File: src/rtl/dfe_pkg.sv
// -----------------------------------------------------------------------------
// dfe_pkg
// Shared definitions for the DFE sample-capture path.
//   DFE_DATA_WIDTH : default width of the signed DFE core sample.
//   DFE_FLAG_W     : number of per-sample status flags (overflow, underflow).
//   dfe_sample_t   : one captured entry at the default width, laid out as
//                    {data, ovf, udf}. Wider or narrower instances use the
//                    same bit ordering in a flat vector of dfe_entry_width().
// -----------------------------------------------------------------------------
package dfe_pkg;

  localparam int DFE_DATA_WIDTH = 16;
  localparam int DFE_FLAG_W     = 2;

  typedef struct packed {
    logic signed [DFE_DATA_WIDTH-1:0] data;
    logic                             ovf;
    logic                             udf;
  } dfe_sample_t;

  // Bits needed to store one sample plus its flags.
  function automatic int dfe_entry_width(input int data_w);
    return data_w + DFE_FLAG_W;
  endfunction

endpackage

File: src/rtl/dfe_sync_fifo.sv
// -----------------------------------------------------------------------------
// dfe_sync_fifo
// Single-clock FIFO holding captured DFE entries. The caller decides when a
// push or pop is legal; this block only stores and sequences entries.
// Ports:
//   clk, rst   : clock, synchronous active-high reset (pointers/level only)
//   i_flush    : drop all contents on the next edge
//   i_push     : write i_wdata at the tail
//   i_pop      : retire the head entry
//   i_wdata    : entry to write
//   o_rdata    : head entry, forced to zero while empty
//   o_level    : occupancy, 0..DEPTH
//   o_full     : o_level == DEPTH
//   o_empty    : o_level == 0
// -----------------------------------------------------------------------------
module dfe_sync_fifo
  import dfe_pkg::*;
#(
  parameter int WIDTH = dfe_entry_width(DFE_DATA_WIDTH),
  parameter int DEPTH = 16
) (
  input  logic                       clk,
  input  logic                       rst,
  input  logic                       i_flush,
  input  logic                       i_push,
  input  logic                       i_pop,
  input  logic [WIDTH-1:0]           i_wdata,
  output logic [WIDTH-1:0]           o_rdata,
  output logic [$clog2(DEPTH):0]     o_level,
  output logic                       o_full,
  output logic                       o_empty
);

  localparam int AW = $clog2(DEPTH);
  localparam int LW = AW + 1;

  if ((DEPTH < 2) || ((DEPTH & (DEPTH - 1)) != 0)) begin : g_depth_chk
    $error("dfe_sync_fifo: DEPTH must be a power of 2 and at least 2");
  end

  logic [WIDTH-1:0] r_mem [DEPTH];
  logic [AW-1:0]    r_wr_ptr;
  logic [AW-1:0]    r_rd_ptr;
  logic [LW-1:0]    r_level;

  // Pointers are exactly AW bits wide, so +1 wraps DEPTH-1 -> 0 for free.
  // Occupancy is tracked separately because equal pointers mean either
  // empty or full.
  always_ff @(posedge clk) begin
    if (rst || i_flush) begin
      r_wr_ptr <= '0;
      r_rd_ptr <= '0;
      r_level  <= '0;
    end else begin
      if (i_push) r_wr_ptr <= r_wr_ptr + 1'b1;
      if (i_pop)  r_rd_ptr <= r_rd_ptr + 1'b1;
      if (i_push && !i_pop)      r_level <= r_level + 1'b1;
      else if (i_pop && !i_push) r_level <= r_level - 1'b1;
    end
  end

  // Storage carries data only and is never reset.
  always_ff @(posedge clk) begin
    if (i_push) r_mem[r_wr_ptr] <= i_wdata;
  end

  assign o_level = r_level;
  assign o_full  = (r_level == LW'(DEPTH));
  assign o_empty = (r_level == '0);
  // Masking the head while empty gives a clean zero after reset/flush even
  // though the array itself holds stale or unknown contents.
  assign o_rdata = o_empty ? '0 : r_mem[r_rd_ptr];

endmodule

File: src/rtl/dfe_sample_capture.sv
// -----------------------------------------------------------------------------
// dfe_sample_capture
// Captures DFE core samples and their saturation flags into a FIFO for a
// ready/valid consumer, and keeps drop / saturation statistics.
// Ports:
//   clk, rst      : clock, synchronous active-high reset
//   valid_in      : sample strobe from the DFE
//   core_in       : signed DFE sample
//   overflow_in   : DFE overflow flag (qualified by valid_in)
//   underflow_in  : DFE underflow flag (qualified by valid_in)
//   flush         : discard FIFO contents (counters untouched)
//   clr_cnt       : zero both statistics counters
//   out_ready     : downstream ready
//   out_valid     : head entry presented (== !empty)
//   out_data      : head sample
//   out_flags     : head flags {overflow, underflow}
//   level         : FIFO occupancy
//   full, empty   : occupancy flags
//   drop_cnt      : samples lost because the FIFO was full (saturating)
//   sat_cnt       : accepted samples carrying a flag (saturating)
// -----------------------------------------------------------------------------
module dfe_sample_capture
  import dfe_pkg::*;
#(
  parameter int DATA_WIDTH = DFE_DATA_WIDTH,
  parameter int DEPTH      = 16,
  parameter int CNT_WIDTH  = 16
) (
  input  logic                         clk,
  input  logic                         rst,
  input  logic                         valid_in,
  input  logic signed [DATA_WIDTH-1:0] core_in,
  input  logic                         overflow_in,
  input  logic                         underflow_in,
  input  logic                         flush,
  input  logic                         clr_cnt,
  input  logic                         out_ready,
  output logic                         out_valid,
  output logic signed [DATA_WIDTH-1:0] out_data,
  output logic [1:0]                   out_flags,
  output logic [$clog2(DEPTH):0]       level,
  output logic                         full,
  output logic                         empty,
  output logic [CNT_WIDTH-1:0]         drop_cnt,
  output logic [CNT_WIDTH-1:0]         sat_cnt
);

  localparam int ENTRY_W = dfe_entry_width(DATA_WIDTH);

  logic               w_full;
  logic               w_empty;
  logic               w_push;
  logic               w_pop;
  logic               w_drop;
  logic               w_sat_hit;
  logic [ENTRY_W-1:0] w_wdata;
  logic [ENTRY_W-1:0] w_rdata;

  logic [CNT_WIDTH-1:0] r_drop_cnt;
  logic [CNT_WIDTH-1:0] r_sat_cnt;

  function automatic logic [CNT_WIDTH-1:0] sat_inc(input logic [CNT_WIDTH-1:0] v);
    return (&v) ? v : v + 1'b1;
  endfunction

  // Flush freezes all traffic for its cycle. A pop frees a slot in the same
  // cycle, so a full FIFO still accepts a sample when the head is retiring.
  assign w_pop     = !w_empty && out_ready && !flush;
  assign w_push    = valid_in && (!w_full || w_pop) && !flush;
  assign w_drop    = valid_in && w_full && !w_pop && !flush;
  assign w_sat_hit = w_push && (overflow_in || underflow_in);

  // Entry layout matches dfe_sample_t: {data, ovf, udf}.
  assign w_wdata = {core_in, overflow_in, underflow_in};

  dfe_sync_fifo #(
    .WIDTH (ENTRY_W),
    .DEPTH (DEPTH)
  ) u_fifo (
    .clk     (clk),
    .rst     (rst),
    .i_flush (flush),
    .i_push  (w_push),
    .i_pop   (w_pop),
    .i_wdata (w_wdata),
    .o_rdata (w_rdata),
    .o_level (level),
    .o_full  (w_full),
    .o_empty (w_empty)
  );

  // Clear wins over any increment landing in the same cycle.
  always_ff @(posedge clk) begin
    if (rst || clr_cnt) begin
      r_drop_cnt <= '0;
      r_sat_cnt  <= '0;
    end else begin
      if (w_drop)    r_drop_cnt <= sat_inc(r_drop_cnt);
      if (w_sat_hit) r_sat_cnt  <= sat_inc(r_sat_cnt);
    end
  end

  assign full      = w_full;
  assign empty     = w_empty;
  assign out_valid = !w_empty;
  assign out_data  = w_rdata[ENTRY_W-1:DFE_FLAG_W];
  assign out_flags = w_rdata[DFE_FLAG_W-1:0];
  assign drop_cnt  = r_drop_cnt;
  assign sat_cnt   = r_sat_cnt;

endmodule

File: config.mk
export PLATFORM = sky130hd
export DESIGN_NAME = dfe_sample_capture
export DESIGN_NICKNAME = d
export VERILOG_FILES = /design/src/rtl/dfe_pkg.sv /design/src/rtl/dfe_sync_fifo.sv /design/src/rtl/dfe_sample_capture.sv
export SDC_FILE = /design/constraint.sdc
export NUM_CORES = 1
export LEC_CHECK = 0
export CORE_MARGIN = 2
export CORE_UTILIZATION = 45
export DETAILED_ROUTE_END_ITERATION = 6
export PLACE_DENSITY_LB_ADDON = 0.3
export REMOVE_ABC_BUFFERS = 1
export SLEW_MARGIN = 10
export SYNTH_ARGS = -nofsm -noshare
export SYNTH_HDL_FRONTEND = slang
export SYNTH_HIERARCHICAL = 1
export SYNTH_SLANG_ARGS = --single-unit
File: constraint.sdc
create_clock -name clk -period 3 [get_ports clk]
set_input_delay 0.6 -clock clk [delete_from_list [all_inputs] [get_ports clk]]
set_output_delay 0.6 -clock clk [all_outputs]
set_load 0.02 [all_outputs]
-- Yosys cells after proc, flatten, opt, wreduce, memory -nomap -nowiden
Memories as Yosys holds them, arrays and structs flattened. A register that Yosys moved wholly into a read port is not among the register bits.
Cells that the tools add are included.
- $add $sub $neg: 6
- bitwise gates (word level): 2
- equal/unequal tests: 1
- reduce and logical (&&, ||, !) cells: 25
- muxes and demuxes: 7
- operators by type and width (cell ; count):
    $add A16 B1 Y16 const B ; 2
    $reduce_and A16 Y1 ; 2
    $mux W18 ; 1
    $logic_and A1 B1 Y1 ; 10
    $mux W5 ; 2
    $add A4 B1 Y4 const B ; 2
    $mux W4 ; 2
    $add A5 B1 Y5 const B ; 1
    $eq A5 B5 Y1 const B ; 1
    $logic_not A1 Y1 ; 5
    $logic_not A5 Y1 ; 1
    $sub A5 B1 Y5 const B ; 1
    $logic_or A1 B1 Y1 ; 4
    $reduce_and A2 Y1 ; 2
    $mux W1 ; 2
    $not A1 Y1 ; 2
    $reduce_bool A2 Y1 ; 1
- word-level logic and storage cells: 47
- bits in writable memories: 288
- bits in registers: 45
- memories: 1
- memory list (name ; depth ; width ; read ports ; clocked after Yosys merged registers in ; wr ports ; line ; text):
    u_fifo.r_mem ; 16 ; 18 ; 1 ; 1 ; 1 ; dfe_sync_fifo.sv:41 ; logic [WIDTH-1:0] r_mem [DEPTH];

-- Logic depth before layout (Yosys ltp)
- word-level depth: 11
- gate-level depth with buffers: 13

-- Modules after synthesis
Netlist, hierarchy kept.
- by module, submodules not included (module ; area an instance (um^2) ; instances ; cells an instance):
    dfe_sync_fifo ; 11945.2 ; 1 ; 549
    dfe_sample_capture ; 1635.3 ; 1 ; 194

-- Worst setup path before layout
No wires, ideal clock.
- path kind: register to register
- start point: reg u_fifo.r_level[0] (netlist: u_fifo/o_level[0])
- end point: reg u_fifo.r_level[4] (netlist: u_fifo/o_level[4])
- setup slack: -186 ps
- arrival: 3115 ps
- period minus slack after synthesis: 3186 ps
- cell stages (with the launch flop): 10
- path buffers: 0
- cell sequence: dfxtp_1 -> or4_4 -> nor2_1 -> a21oi_1 -> ha_1 -> fa_1 -> nand2b_1 -> a21oi_1 -> mux2i_1 -> mux2i_1
- RTL lines (item ; line ; text):
    start, declared ; dfe_sync_fifo.sv:44 ; logic [LW-1:0] r_level;
    start signal, assigned ; dfe_sync_fifo.sv:57 ; if (i_push && !i_pop) r_level <= r_level + 1'b1;
    start signal, assigned ; dfe_sync_fifo.sv:58 ; else if (i_pop && !i_push) r_level <= r_level - 1'b1;
    $eq A5 B5 Y1 * ; dfe_sync_fifo.sv:68 ; assign o_full = (r_level == LW'(DEPTH));
    named net full ; dfe_sample_capture.sv:42 ; output logic full,
    $logic_not A1 Y1 * ; dfe_sample_capture.sv:69 ; assign w_push = valid_in && (!w_full || w_pop) && !flush;
    $logic_or A1 B1 Y1 * ; dfe_sample_capture.sv:69 ;
    $logic_and A1 B1 Y1 * (2 in a row) ; dfe_sample_capture.sv:69 ;
    named net w_push ; dfe_sample_capture.sv:52 ; logic w_push;
    $logic_not A1 Y1 ; dfe_sync_fifo.sv:58 ;
    $logic_and A1 B1 Y1 ; dfe_sync_fifo.sv:58 ;
    $reduce_bool A2 Y1 (no line) ; - ;
The timed path passes the listed nets; every way through them passes the cells marked *. The select of a mux whose other input is x is not followed.
A chain may end at the register's enable or synchronous reset.

==> out/qor.csv <==
stage,metric,value,unit
logic_synthesis,yosysSeqAreaShare,70.90,%
route,routed_wl,29.75,mm
timing,period_share,102.7,%
timing,finalSetupTns,-487.0,ps
die,die_y,177.7,um
die,core-area,29720,sq um
logic_synthesis,synth_top_cell_by_area,edfxtp_1,
timing,rsz0062_at_grt,true,
timing,max_freq,324.5,MHz
setup_path,startpoint_type,register,
timing,holdWs,509.3,ps
clock_tree,h-tree-depth,2,
place,dp_hpwl,17.48,mm
place,place.gp.congestion,0.7949,
setup_path,cp-end-kind,output pin,
power_and_ir_drop,p_per_area,575.8,nW/um^2
timing,slew_violations,0,
setup_path,cp_data_arrival_time,2480,ps
timing,fin_worst_skew,17.84,ps
final_layout,final_area,16840,sq um
setup_path,crit_slowest_cell,mux4_1,
clock_tree,root_buffer,clkbuf_16,
logic_synthesis,syn_area,13580,sq um
global_route,grt_max_degree,32,
logic_synthesis,synth_common_cells,"edfxtp_1, mux4_2, nor2_1",
die,die_area,31580,sq um
route,drc,0,
logic_synthesis,synth.mux.area_fraction,14.37,%
logic_synthesis,synth_cells,743,
logic_synthesis,synth-simple-area-share,7.582,%
die,start_util,45.70,%
clock_tree,tritoncts.num_buffers,36,
place,place_area,15410,sq um
run_status,violations,negative setup slack,
route,avgRoutedWirePerCell,22.33,um
timing,setup_viol,12,
place,post-place-ws,61.47,ps
final_layout,diodes,0,
clock_tree,clockBufferDepth,3,
hold_path,hold-path-endpoint,sat_cnt[15],
logic_synthesis,synth_compound_area_share,2.653,%
setup_path,timing.rr.end,u_fifo/o_level[4],
global_route,grt_pass1_wl,45.11,mm
power_and_ir_drop,vdd_ir_drop_max,442.8,uV
logic_synthesis,async_flop_share,0,%
run_status,status,"finished, violations left",
logic_synthesis,netlist.area_leader.share,63.68,%
route,drt_iter0_drc,456,
global_route,grt_pass1_vias,7473,
clock_tree,postCtsHoldBufs,0,
logic_synthesis,synthTopCellsByArea,"edfxtp_1, mux4_2, dfxtp_1",
final_layout,drive_gt1_share,26.96,%
hold_path,min_from,sat_cnt[15],
logic_synthesis,synth_top_family_by_area,multiplexers,
setup_path,crit_top_cell,buf_12,
timing,max_slew_margin,58.85,%
timing,finalCriticalPeriod,3082,ps
logic_synthesis,synth_most_common_cell,edfxtp_1,
flow_run,cap_violations,0,
global_route,antenna_found_initial,0,
route,ant_nets,0,
hold_path,hp-class,reg -> reg,
logic_synthesis,synth_top_flop_cell,edfxtp_1,
setup_path,rr_worst_depth,13,
clock_tree,clk_latency,520,ps
power_and_ir_drop,p_total,9699,uW
die,ios,82,
setup_path,cp_max_fo,7,
die,fp-row-count,63,
setup_path,rrSetupSlack,220,ps
setup_path,slowest_delay,550,ps
route,via_per_inst,5.554,
setup_path,crit_path_cell_trace,buf_12 > buf_12 > mux4_1 > mux2_2 > a221o_1 > buf_2,
logic_synthesis,synth_adder_area_share,1.161,%
final_layout,nFillCells,2222,
clock_tree,cts_sinks,337,
logic_synthesis,synth_seq_cells,337,
setup_path,cp.required,2400,ps
setup_path,r2r_start,u_fifo/o_level[0],
logic_synthesis,synth-xor-area-share,1.806,%
timing,finalHoldViolations,0,
timing,timing.final.ws_setup,-81.82,ps
logic_synthesis,synth_edf_count,288,
clock_tree,cts_tree,yes,
logic_synthesis,ys_warn_count,6,
die,die_w,177.7,um
route,via_count,7398,
final_layout,area_delta_synth_final,24.02,%
timing,worst_pin_slew,617.2,ps
final_layout,nets,952,
power_and_ir_drop,p_leak,0.005487,uW
global_route,grt.overflow.total,0,
global_route,grt_util_all_layers,19.31,%
place,port_buffers,81,
logic_synthesis,postSynthAreaPerCell,18.28,sq um
hold_path,whs_path_depth,2,
route,dr.pass1.iters,4,
clock_tree,clkTransAtPathRegs,60,ps
setup_path,path_class,reg -> out,
logic_synthesis,ys_types,49,
==> metrics by stage <==
step,utilization [%],instances
4_1_cts,56.33,1324
2_1_floorplan,-,713
3_5_place_dp,51.87,1245
5_1_grt,56.68,1332
6_report,56.68,1332
3_3_place_gp,51.87,1245
==> critical path: cells and delay by family, from the launching register on <==
kind                   cells  cell delay (ps)
buffers and inverters      3              450
flip-flops                 1              360
AO/OA/AOI/OAI              1              310
multiplexers               2              850
==> cell families (layout without fill, tap and decap cells) <==
family | count (synthesis) | in the layout
flip-flops | 337 | 337
buffers and inverters | 40 | 239
multiplexers | 96 | 96
AND/OR/NAND/NOR | 187 | 187
adder cells (fa/ha/maj) | 12 | 12
AO/OA/AOI/OAI | 43 | 43
XOR/XNOR | 28 | 28
==> placed cells by master (no fill, tap or decap), types with 3 or more instances in the layout <==
| cell | count |
|---|---|
| mux4_2 | 70 |
| clkinv_2 | 4 |
| and2b_1 | 4 |
| inv_1 | 10 |
| mux2_2 | 7 |
| or4_1 | 7 |
| and4_1 | 3 |
| mux2_4 | 11 |
| nor3b_1 | 4 |
| mux2i_1 | 6 |
| buf_4 | 50 |
| nor2_1 | 50 |
| buf_6 | 18 |
| or2_2 | 3 |
| xnor2_1 | 16 |
| o211ai_1 | 6 |
| a21oi_1 | 8 |
| o21ai_0 | 5 |
| dfxtp_1 | 46 |
| clkdlybuf4s50_1 | 62 |
| nand4_1 | 14 |
| and2_1 | 16 |
| nor2b_1 | 16 |
| a221o_1 | 18 |
| buf_12 | 27 |
| edfxtp_1 | 288 |
| ha_1 | 10 |
| nand3_1 | 19 |
| or3_1 | 4 |
| clkinv_1 | 12 |
| nor3_1 | 9 |
| clkbuf_16 | 36 |
| xor2_1 | 12 |
| nand2_1 | 21 |
| clkbuf_1 | 8 |
==> cell type report <==
cell class | instances | area, sq um | area share (%)
repair buffers | 165 | 1884 | 11.19
inverters | 10 | 37.54 | 0.2229
clock buffers | 44 | 930.9 | 5.527
flip-flops and latches | 337 | 9638 | 57.22
multi-input cells | 366 | 3735 | 22.18
well taps | 390 | 488.0 | 2.897
clock inverters | 20 | 128.9 | 0.7652
==> layer usage <==
metal / track usage [%] / vias to the layer above / share of wire, %
li1: - / 3318 / -
met1: 26.56 / 3831 / 44
met2: 32.12 / 213 / 49
met3: 3.706 / 36 / 5.4
met4: 4.303 / 0 / 1.6
met5: 0 / - / 0
==> worst max path at each step <==
stage          startpoint  slack [ps]            to
3_5_place_dp     register          60  out_data[12]
6_report         register         -80  out_data[12]
4_1_cts          register        -130  out_data[10]
5_1_grt          register        -130  out_data[12]
3_3_place_gp     register          70  out_flags[0]
2_1_floorplan    register       -1170  out_data[14]
==> power breakdown <==
part           internal (uW)  total, uW  switching [uW]
registers               5100       5110            13.0
clock network           2290       4000            1710
logic                    267        581             314
==> state kept, by name, summed over array words and instances (netlist names), named ones only <==
register and count:
u_fifo/r_mem 288, drop_cnt 16, sat_cnt 16, u_fifo/o_level 5
u_fifo/r_rd_ptr 4, u_fifo/r_wr_ptr 4
==> what timing repair did <==
action / CTS / global route
endpoints found under the setup margin: 18 / 20
resized for setup: 124 / 24
hold endpoints to repair: 0 / 0
setup buffers: 11 / 10
pin swaps: 7 / 10
cloned: 5 / 0
Power figures use the tool's default switching activity.
